### src/rtl/decode_issue_buffer_pkg.sv
// Shared micro-op layout for the decode/execute boundary: field offsets, widths
// and control-bit positions used to pack UopD and unpack UopE.
package decode_issue_buffer_pkg;
    localparam int WORD_SIZE_DEF = 32;
    localparam int CTRL_W_DEF    = 14;
    localparam int REG_W         = 5;

    // Control field bit positions (LSB-relative within ctrl), MSB first.
    localparam int CTRL_REGWRITE     = 13;
    localparam int CTRL_MEMWRITE     = 12;
    localparam int CTRL_JUMP         = 11;
    localparam int CTRL_BRANCH       = 10;
    localparam int CTRL_ALUSRC       = 9;
    localparam int CTRL_RESULTSRC_LO = 7;
    localparam int CTRL_ALUCTRL_LO   = 4;
    localparam int CTRL_TAKINGBRANCH = 3;
    localparam int CTRL_BYTEADDRESS  = 2;
    localparam int CTRL_READENABLE   = 1;
    localparam int CTRL_SPARE        = 0;

    function automatic int uop_w(input int ws, input int cw);
        return 5 * ws + 3 * REG_W + cw;
    endfunction

    function automatic int off_rd(input int cw);
        return cw;
    endfunction

    function automatic int off_rs2(input int cw);
        return cw + REG_W;
    endfunction

    function automatic int off_rs1(input int cw);
        return cw + 2 * REG_W;
    endfunction

    function automatic int off_imm(input int cw);
        return cw + 3 * REG_W;
    endfunction

    function automatic int off_pcp4(input int ws, input int cw);
        return off_imm(cw) + ws;
    endfunction

    function automatic int off_pc(input int ws, input int cw);
        return off_imm(cw) + 2 * ws;
    endfunction

    function automatic int off_rd2(input int ws, input int cw);
        return off_imm(cw) + 3 * ws;
    endfunction

    function automatic int off_rd1(input int ws, input int cw);
        return off_imm(cw) + 4 * ws;
    endfunction
endpackage

### src/rtl/decode_issue_buffer_uop_operand_patch.sv
// Replaces RD1/RD2 of a micro-op with the writeback result when the writeback
// destination matches Rs1/Rs2; x0 is never forwarded.
module uop_operand_patch
    import decode_issue_buffer_pkg::*;
#(
    parameter int WORD_SIZE = WORD_SIZE_DEF,
    parameter int CTRL_W    = CTRL_W_DEF,
    localparam int UOP_W    = uop_w(WORD_SIZE, CTRL_W)
) (
    input  logic [UOP_W-1:0]     uop_i,
    input  logic                 reg_write_i,
    input  logic [REG_W-1:0]     rd_i,
    input  logic [WORD_SIZE-1:0] result_i,
    output logic [UOP_W-1:0]     uop_o
);
    localparam int OFF_RS1 = off_rs1(CTRL_W);
    localparam int OFF_RS2 = off_rs2(CTRL_W);
    localparam int OFF_RD1 = off_rd1(WORD_SIZE, CTRL_W);
    localparam int OFF_RD2 = off_rd2(WORD_SIZE, CTRL_W);

    logic wb_live;

    always_comb begin
        wb_live = reg_write_i && (rd_i != '0);
        uop_o   = uop_i;
        if (wb_live && (rd_i == uop_i[OFF_RS1 +: REG_W])) begin
            uop_o[OFF_RD1 +: WORD_SIZE] = result_i;
        end
        if (wb_live && (rd_i == uop_i[OFF_RS2 +: REG_W])) begin
            uop_o[OFF_RD2 +: WORD_SIZE] = result_i;
        end
    end
endmodule

### src/rtl/decode_issue_buffer.sv
// DEPTH-entry FIFO of decoded micro-ops between decode and execute, with
// per-entry valid bits, synchronous flush and writeback patching of operands.
module decode_issue_buffer
    import decode_issue_buffer_pkg::*;
#(
    parameter int WORD_SIZE = WORD_SIZE_DEF,
    parameter int DEPTH     = 2,
    parameter int CTRL_W    = CTRL_W_DEF,
    localparam int UOP_W    = uop_w(WORD_SIZE, CTRL_W),
    localparam int CNT_W    = $clog2(DEPTH + 1)
) (
    input  logic                 clk,
    input  logic                 rst,
    input  logic                 ValidD,
    output logic                 ReadyD,
    input  logic [UOP_W-1:0]     UopD,
    output logic                 ValidE,
    input  logic                 ReadyE,
    output logic [UOP_W-1:0]     UopE,
    input  logic                 FlushE,
    input  logic                 RegWriteW,
    input  logic [REG_W-1:0]     RdW,
    input  logic [WORD_SIZE-1:0] ResultW,
    output logic [CNT_W-1:0]     Count
);
    localparam int PTR_W = (DEPTH > 1) ? $clog2(DEPTH) : 1;

    logic [UOP_W-1:0] mem_q [DEPTH];
    logic [UOP_W-1:0] mem_d [DEPTH];
    logic [UOP_W-1:0] mem_patched [DEPTH];
    logic [UOP_W-1:0] uop_in_patched;
    logic [DEPTH-1:0] valid_q, valid_d;
    logic [PTR_W-1:0] head_q, head_d, tail_q, tail_d;
    logic [CNT_W-1:0] count_q, count_d;
    logic             push, pop;

    function automatic logic [PTR_W-1:0] ptr_inc(input logic [PTR_W-1:0] p);
        return (p == PTR_W'(DEPTH - 1)) ? '0 : p + PTR_W'(1);
    endfunction

    for (genvar g = 0; g < DEPTH; g++) begin : g_entry_patch
        uop_operand_patch #(.WORD_SIZE(WORD_SIZE), .CTRL_W(CTRL_W)) u_patch (
            .uop_i      (mem_q[g]),
            .reg_write_i(RegWriteW),
            .rd_i       (RdW),
            .result_i   (ResultW),
            .uop_o      (mem_patched[g])
        );
    end

    uop_operand_patch #(.WORD_SIZE(WORD_SIZE), .CTRL_W(CTRL_W)) u_in_patch (
        .uop_i      (UopD),
        .reg_write_i(RegWriteW),
        .rd_i       (RdW),
        .result_i   (ResultW),
        .uop_o      (uop_in_patched)
    );

    assign ReadyD = (count_q < CNT_W'(DEPTH)) || ReadyE;
    assign ValidE = valid_q[head_q];
    assign UopE   = mem_q[head_q];
    assign Count  = count_q;
    assign push   = ValidD && ReadyD;
    assign pop    = ValidE && ReadyE;

    always_comb begin
        mem_d   = mem_q;
        valid_d = valid_q;
        head_d  = head_q;
        tail_d  = tail_q;
        count_d = count_q;
        for (int i = 0; i < DEPTH; i++) begin
            if (valid_q[i]) mem_d[i] = mem_patched[i];
        end
        if (FlushE) begin
            valid_d = '0;
            head_d  = '0;
            tail_d  = '0;
            count_d = '0;
        end else begin
            // Pop clears first so a full push+pop can reuse the freed head slot.
            if (pop) begin
                valid_d[head_q] = 1'b0;
                head_d          = ptr_inc(head_q);
            end
            if (push) begin
                valid_d[tail_q] = 1'b1;
                mem_d[tail_q]   = uop_in_patched;
                tail_d          = ptr_inc(tail_q);
            end
            if (push && !pop) count_d = count_q + CNT_W'(1);
            else if (pop && !push) count_d = count_q - CNT_W'(1);
        end
    end

    always_ff @(posedge clk or posedge rst) begin
        if (rst) begin
            for (int i = 0; i < DEPTH; i++) mem_q[i] <= '0;
            valid_q <= '0;
            head_q  <= '0;
            tail_q  <= '0;
            count_q <= '0;
        end else begin
            mem_q   <= mem_d;
            valid_q <= valid_d;
            head_q  <= head_d;
            tail_q  <= tail_d;
            count_q <= count_d;
        end
    end
endmodule

### config.mk
export PLATFORM = sky130hd
export DESIGN_NAME = decode_issue_buffer
export DESIGN_NICKNAME = d
export VERILOG_FILES = /design/src/rtl/decode_issue_buffer_pkg.sv /design/src/rtl/decode_issue_buffer_uop_operand_patch.sv /design/src/rtl/decode_issue_buffer.sv
export SDC_FILE = /design/constraint.sdc
export NUM_CORES = 1
export LEC_CHECK = 0
export CAP_MARGIN = 15
export CORE_UTILIZATION = 51
export DETAILED_ROUTE_END_ITERATION = 16
export PLACE_DENSITY = 0.8
export SETUP_SLACK_MARGIN = 0.5
export SLEW_MARGIN = 20
export SYNTH_ARGS = -nofsm -noshare
export SYNTH_HDL_FRONTEND = slang
export SYNTH_SLANG_ARGS = --single-unit
### constraint.sdc
create_clock -name clk -period 13.45 [get_ports clk]
set_clock_uncertainty 0.2 [all_clocks]
set_input_delay 1.345 -clock clk [delete_from_list [all_inputs] [get_ports clk]]
set_output_delay 1.345 -clock clk [all_outputs]
set_load 0.02 [all_outputs]
==> results.md, run 1 <==
* Die area at 0.0364 mm^2
* Worst slew pin tran at 1.09 ns
* I/O pin cnt at 425
* Largest net degree at the start of global routing at 153
* Synth cell types at 36
* Max cap viols at 0
* H-tree depth at 2
* Die width at 191 um
* WP data arrival at 3.69 ns
* F_max at 191 MHz
* Post-synth ARST share at 1.00
* Initial antenna violation count at 9
* Worst IR Drop VDD at 0.000104 V
* Avg Vias per Cell at 5.66
* Syn Area/Cell at 9.24 um^2
* Status: finished clean
* Worst path required time at 11.90 ns
* Power Density at 172 mW/mm^2
* # rows at 68
* DR vias at 15900
* Max Root-Sink Buffers at 3
* RSZ-0062 raised after global routing: false
* Final nets at 2548
* Max-slew headroom at the worst pin at 0.272
* Most numerous cell in the Yosys netlist: nand2_1
* First-pass GRT wire length at 87800 um
* Sequential area share after synthesis at 0.529
* Hold buffer count at CTS at 0
* I/O Buffers at 424
* CTS Sinks at 384
* Commonest cells in the netlist: 819 x nand2_1, 384 x dfrtp_1, 162 x inv_1, 127 x mux2_2, 105 x clkbuf_1
* CTS tree: built
* Synthesized instance count at 1965
* Crit Path Class: reg -> out
* DP Cell Count at 2729
* Pleak at 11.6 nW
* Fin. Hold Viols at 0
* Fin crit period at 5.23 ns
* Total CTS buffers at 40
* Area grow syn2layout at 31.8%
* CP startpoint kind: flop
* Final HPWL DP at 36500 um
* Drt pass-1 iters at 12
* Final Wtd Congestion at 0.850
* Total wire length at 56200 um
* Die H at 191 um
* Initial Utilization at 0.522
* Syn. warnings at 0
* Max Slew Vio Count at 0
* Reg clk slew, reported paths at 0.06 ns
* Synth Flop Type: dfrtp_1
* WL per Instance at 20.1 um
* Vias in the first global route at 16300
* GR Overflow Total at 0
* Routed Antenna Nets at 0
* Post-synth EDFFs at 0
* Quantity of gates resized following cts at 0
* Fraction of layout cells with a size suffix above 1 at 0.121
* Syn Std Cell Area at 0.0182 mm^2
* CP Capture Type: primary output
* Final Non-Filler Cells at 2803
* Core Region at 0.0348 mm^2
* TNS Setup at 0 ns
* Final setup fails at 0
* Flops & latches, synth at 384
* Leading area contributor after synthesis: dfrtp_1
* Synth area leaders: dfrtp_1 53%, nand2_1 17%, mux2_2 7.9%, a221oi_2 5.0%, a222oi_1 3.5%
* Final period utilization at 0.389
* Syn Nets at 2197
* Hold Crit Class: reg -> reg
* Setup Buffers After CTS at 0
* DRC errors left at 0
* CP Max Fanout at 112
* Yosys top cell area share at 0.529
* Clk root buf: clkbuf_16
* Initial DRC Count at 1628
* Total track usage at 0.306
* Skew-Pair Late Insertion Delay at 0.52 ns
[sequential cells by signal (all words and copies together), names as in the netlist]
| name | cells |
|---|---|
| Count | 2 |
| head_q | 1 |
| mem_q | 378 |
| tail_q | 1 |
| valid_q | 2 |
[critical path, cell delays in order, from the launching register on]
cell and delay (ns):
dfrtp_4 1.10, buf_4 0.94, o21ai_0 0.39, clkdlybuf4s50_1 0.63
[power breakdown]
group / internal (mW) / switching, mW
clock network: 0.685 / 0.450
registers: 1.49 / 0.193
logic: 0.618 / 0.680
total: 2.79 / 1.32
[logic make-up after synthesis]
family          synth area share
compound gates             0.108
xor+xnor                  0.0154
buf+inv                   0.0679
flops                      0.529
mux                       0.0818
simple gates               0.198
[placed cells by master (no fill, tap or decap), types with 19 or more instances in the layout]
| cell | instances |
|---|---|
| buf_4 | 19 |
| inv_1 | 161 |
| a222oi_1 | 63 |
| nand2_1 | 819 |
| o21ai_0 | 64 |
| dfrtp_1 | 383 |
| clkdlybuf4s50_1 | 424 |
| a221oi_2 | 60 |
| mux2_2 | 127 |
| clkbuf_16 | 41 |
| xor2_1 | 27 |
| nor3_1 | 71 |
[layer usage]
layer / global-route usage / routed length (um)
met1: 0.389 / 21800
met2: 0.490 / 26400
met3: 0.0769 / 5350
met4: 0.149 / 2680
met5: 0 / 27
[layout make-up]
cell class | instances | area (um^2)
fill | 2607 | 10900
sequential | 384 | 9610
multi-input combinational | 1283 | 7360
timing repair buffer | 445 | 4420
clock buffer | 53 | 1130
inverter | 162 | 621
tap | 455 | 569
clock inverter | 15 | 204
antenna | 6 | 15.0
[through the flow]
stage               area (um^2)  setup slack (ns)  hold slack (ns)  power (mW)   util
floorplan                 18200              1.23            0.240        2.42      -
detailed placement        22600              8.63            0.258        2.98  0.649
CTS                       23900              8.27            0.273        4.13  0.687
finish                    23900              8.22            0.268        4.11  0.688
global route              23900              8.02            0.285        4.32  0.688
global placement          22600              8.72            0.252        2.92  0.648
[worst paths after layout]
| check | slack [ns] | depth (start not counted) | endpoint | start |
|---|---|---|---|---|
| worst max-delay path | 8.22 | 3 | UopE[158] | head_q |
| worst min-delay path | 0.27 | 2 | mem_q[94] | mem_q[94] |
| worst max register to register | 10.37 | 7 | mem_q[173] | Count[1] |
| worst min register to register | 0.27 | 2 | mem_q[94] | mem_q[94] |
| max in group asynchronous | 9.49 | 4 | mem_q[188] | rst |
| min in group asynchronous | 1.19 | 2 | mem_q[284] | rst |
Power figures use the tool's default switching activity.
==> run 2, diff against run 1 <==
CORE_UTILIZATION = 46   (was 51)
PLACE_DENSITY = 0.76   (was 0.8)
clock period = 4.4 ns   (was 13.45 ns; I/O delays follow)
==> run 2 against run 1 <==
Clock-buffer cell count up 6. Register-to-register slack worse by 8.8 ns. First-iteration DRC count decreased by 24%. Routed wire length grew 0.51%. Core utilization decreased by 6.4 points. Design area increased by 1.2%. Die area rose by 11%. Clock power increased to 3.1 times the previous value. Global-route usage shrank 3.0 points. Setup slack worse by 7.4 ns. Critical endpoint is now UopE[21]. Largest cell class unchanged.
==> results.md, run 2 (synthesized netlist as in run 1, its figures left out) <==
* Status: finished clean
* CTS Sinks at 384
* Clk root buf: clkbuf_16
* Die width at 201 um
* Final period utilization at 0.813
* Combinational share of power at 0.316
* DR WL met3 at 5560 um
* Initial Utilization at 0.468
* Vias in the first global route at 16200
* Max Slew Vio Count at 0
* P_sw at 4.10 mW
* Metal1 wirelength at 22600 um
* DRC errors left at 0
* Final setup fails at 0
* CP endpoint: UopE[21]
* Worst-path cell chain: buf_12, mux2_2, clkdlybuf4s50_1
* H-tree depth at 2
* Total track usage at 0.277
* Max reg flops at 378
* Hold buffer count at CTS at 0
* First-pass GRT wire length at 89100 um
* Total wire length at 56500 um
* Reg clk slew, reported paths at 0.06 ns
* Clock power share at 0.281
* Critical Path Source: head_q
* Worst slew pin tran at 0.933 ns
* CP Capture Type: primary output
* Top layer in use: met5
* Crit-path slowest cell: dfrtp_4
* F_max at 280 MHz
* Largest net degree at the start of global routing at 99
* Initial DRC Count at 1238
* Pleak at 11.7 nW
* WP data arrival at 2.94 ns
* Register share of total power at 0.403
* Hold Crit Class: in -> async
* Area grow syn2layout at 33.3%
* CP Max Fanout at 69
* Max-slew headroom at the worst pin at 0.377
* RR Endpoint: mem_q[204]
* Total power at 12.6 mW
* Die area at 0.0403 mm^2
* Initial antenna violation count at 5
* Max incr delay on CP at 0.91 ns
* Fin. Hold Viols at 0
* Int Power at 8.54 mW
* Final nets at 2559
* Skew-Pair Late Insertion Delay at 0.55 ns
* Leading cell type in the layout, fill and taps excluded: nand2_1
* # rows at 72
* Die H at 201 um
* CP startpoint kind: flop
* Total CTS buffers at 43
* Net Sw Frac at 0.324
* R2R setup slack at 1.55 ns
* RSZ-0062 raised after global routing: false
* I/O Buffers at 424
* Drt pass-1 iters at 9
* Max Root-Sink Buffers at 3
* Avg Vias per Cell at 5.44
* Final HPWL DP at 37100 um
* DR vias at 15700
* Fin crit period at 3.58 ns
* Quantity of gates resized following cts at 0
* Util after Layout at 0.623
* FF-to-FF path depth at 7
* Max cap viols at 0
* I/O pin cnt at 425
* Worst path required time at 3.76 ns
* R2R Path Start: Count[1]
* Crit Path Class: reg -> out
* WL met2 at 26500 um
* Filler cell count at 3136
* Power Density at 522 mW/mm^2
* Core Region at 0.0388 mm^2
* CTS tree: built
* Largest Register: mem_q
* Final Wtd Congestion at 0.860
* Fraction of layout cells with a size suffix above 1 at 0.129
* Routed Antenna Nets at 0
* GR Overflow Total at 0
* Worst IR Drop VDD at 0.000460 V
* WL per Instance at 19.6 um
* Commonest non-fill, non-tap cells in the layout: 819 x nand2_1, 424 x clkdlybuf4s50_1, 383 x dfrtp_1
* Setup Buffers After CTS at 0
-- run 2: power groups by stage --
| stage | clock (mW) | sequential, mW | combinational, mW |
|---|---|---|---|
| final | 3.55 | 5.09 | 4.00 |
| after global routing | 3.76 | 5.21 | 4.31 |
| after CTS | 3.62 | 5.09 | 4.01 |
| after detailed placement | 0 | 5.14 | 3.97 |
| after global placement | 0 | 5.07 | 3.87 |
| after floorplan | 0 | 4.98 | 2.41 |
-- run 2: layout make-up --
| type | instances | area [um^2] | share of cell area |
|---|---|---|---|
| multi-input cells | 1283 | 7360 | 0.304 |
| well taps | 518 | 648 | 0.0268 |
| clock inverters | 19 | 131 | 0.00543 |
| diodes | 2 | 5.00 | 0.000207 |
| inverters | 162 | 612 | 0.0253 |
| clock buffers | 59 | 1280 | 0.0528 |
| flip-flops and latches | 384 | 9610 | 0.397 |
| repair buffers | 453 | 4560 | 0.188 |
-- run 2: worst min-delay path by stage --
stage	start	end	slack [ns]	depth (start not counted)
after CTS	UopD[58]	mem_q[58]	0.22	3
final	rst	mem_q[31]	0.23	2
after detailed placement	mem_q[86]	mem_q[86]	0.26	2
after global placement	mem_q[55]	mem_q[55]	0.25	2
after global routing	UopD[36]	mem_q[36]	0.24	3
after floorplan	mem_q[0]	mem_q[0]	0.24	2
-- run 2: layer usage --
layer | vias up | global-route usage
met5 | - | 0
met3 | 113 | 0.0888
met1 | 7679 | 0.351
li1 | 7165 | -
met4 | 6 | 0.105
met2 | 695 | 0.442
-- run 2: metrics by stage --
step	area (um^2)	hold slack (ns)	std cells	TNS [ns]	setup WS, ns
4_1_cts	24200	0.221	2878	0	0.798
6_report	24200	0.231	2880	0	0.822
3_3_place_gp	22800	0.251	2800	0	0.908
5_1_grt	24200	0.240	2880	0	0.719
3_5_place_dp	22800	0.256	2800	0	0.837
2_1_floorplan	18200	0.240	1965	-538.36	-1.40
-- run 2: critical path, delay by kind of cell, from the launching register on --
kind / cells / cell delay (ns)
buffers and inverters: 2 / 0.97
flip-flops: 1 / 0.91
multiplexers: 1 / 0.42
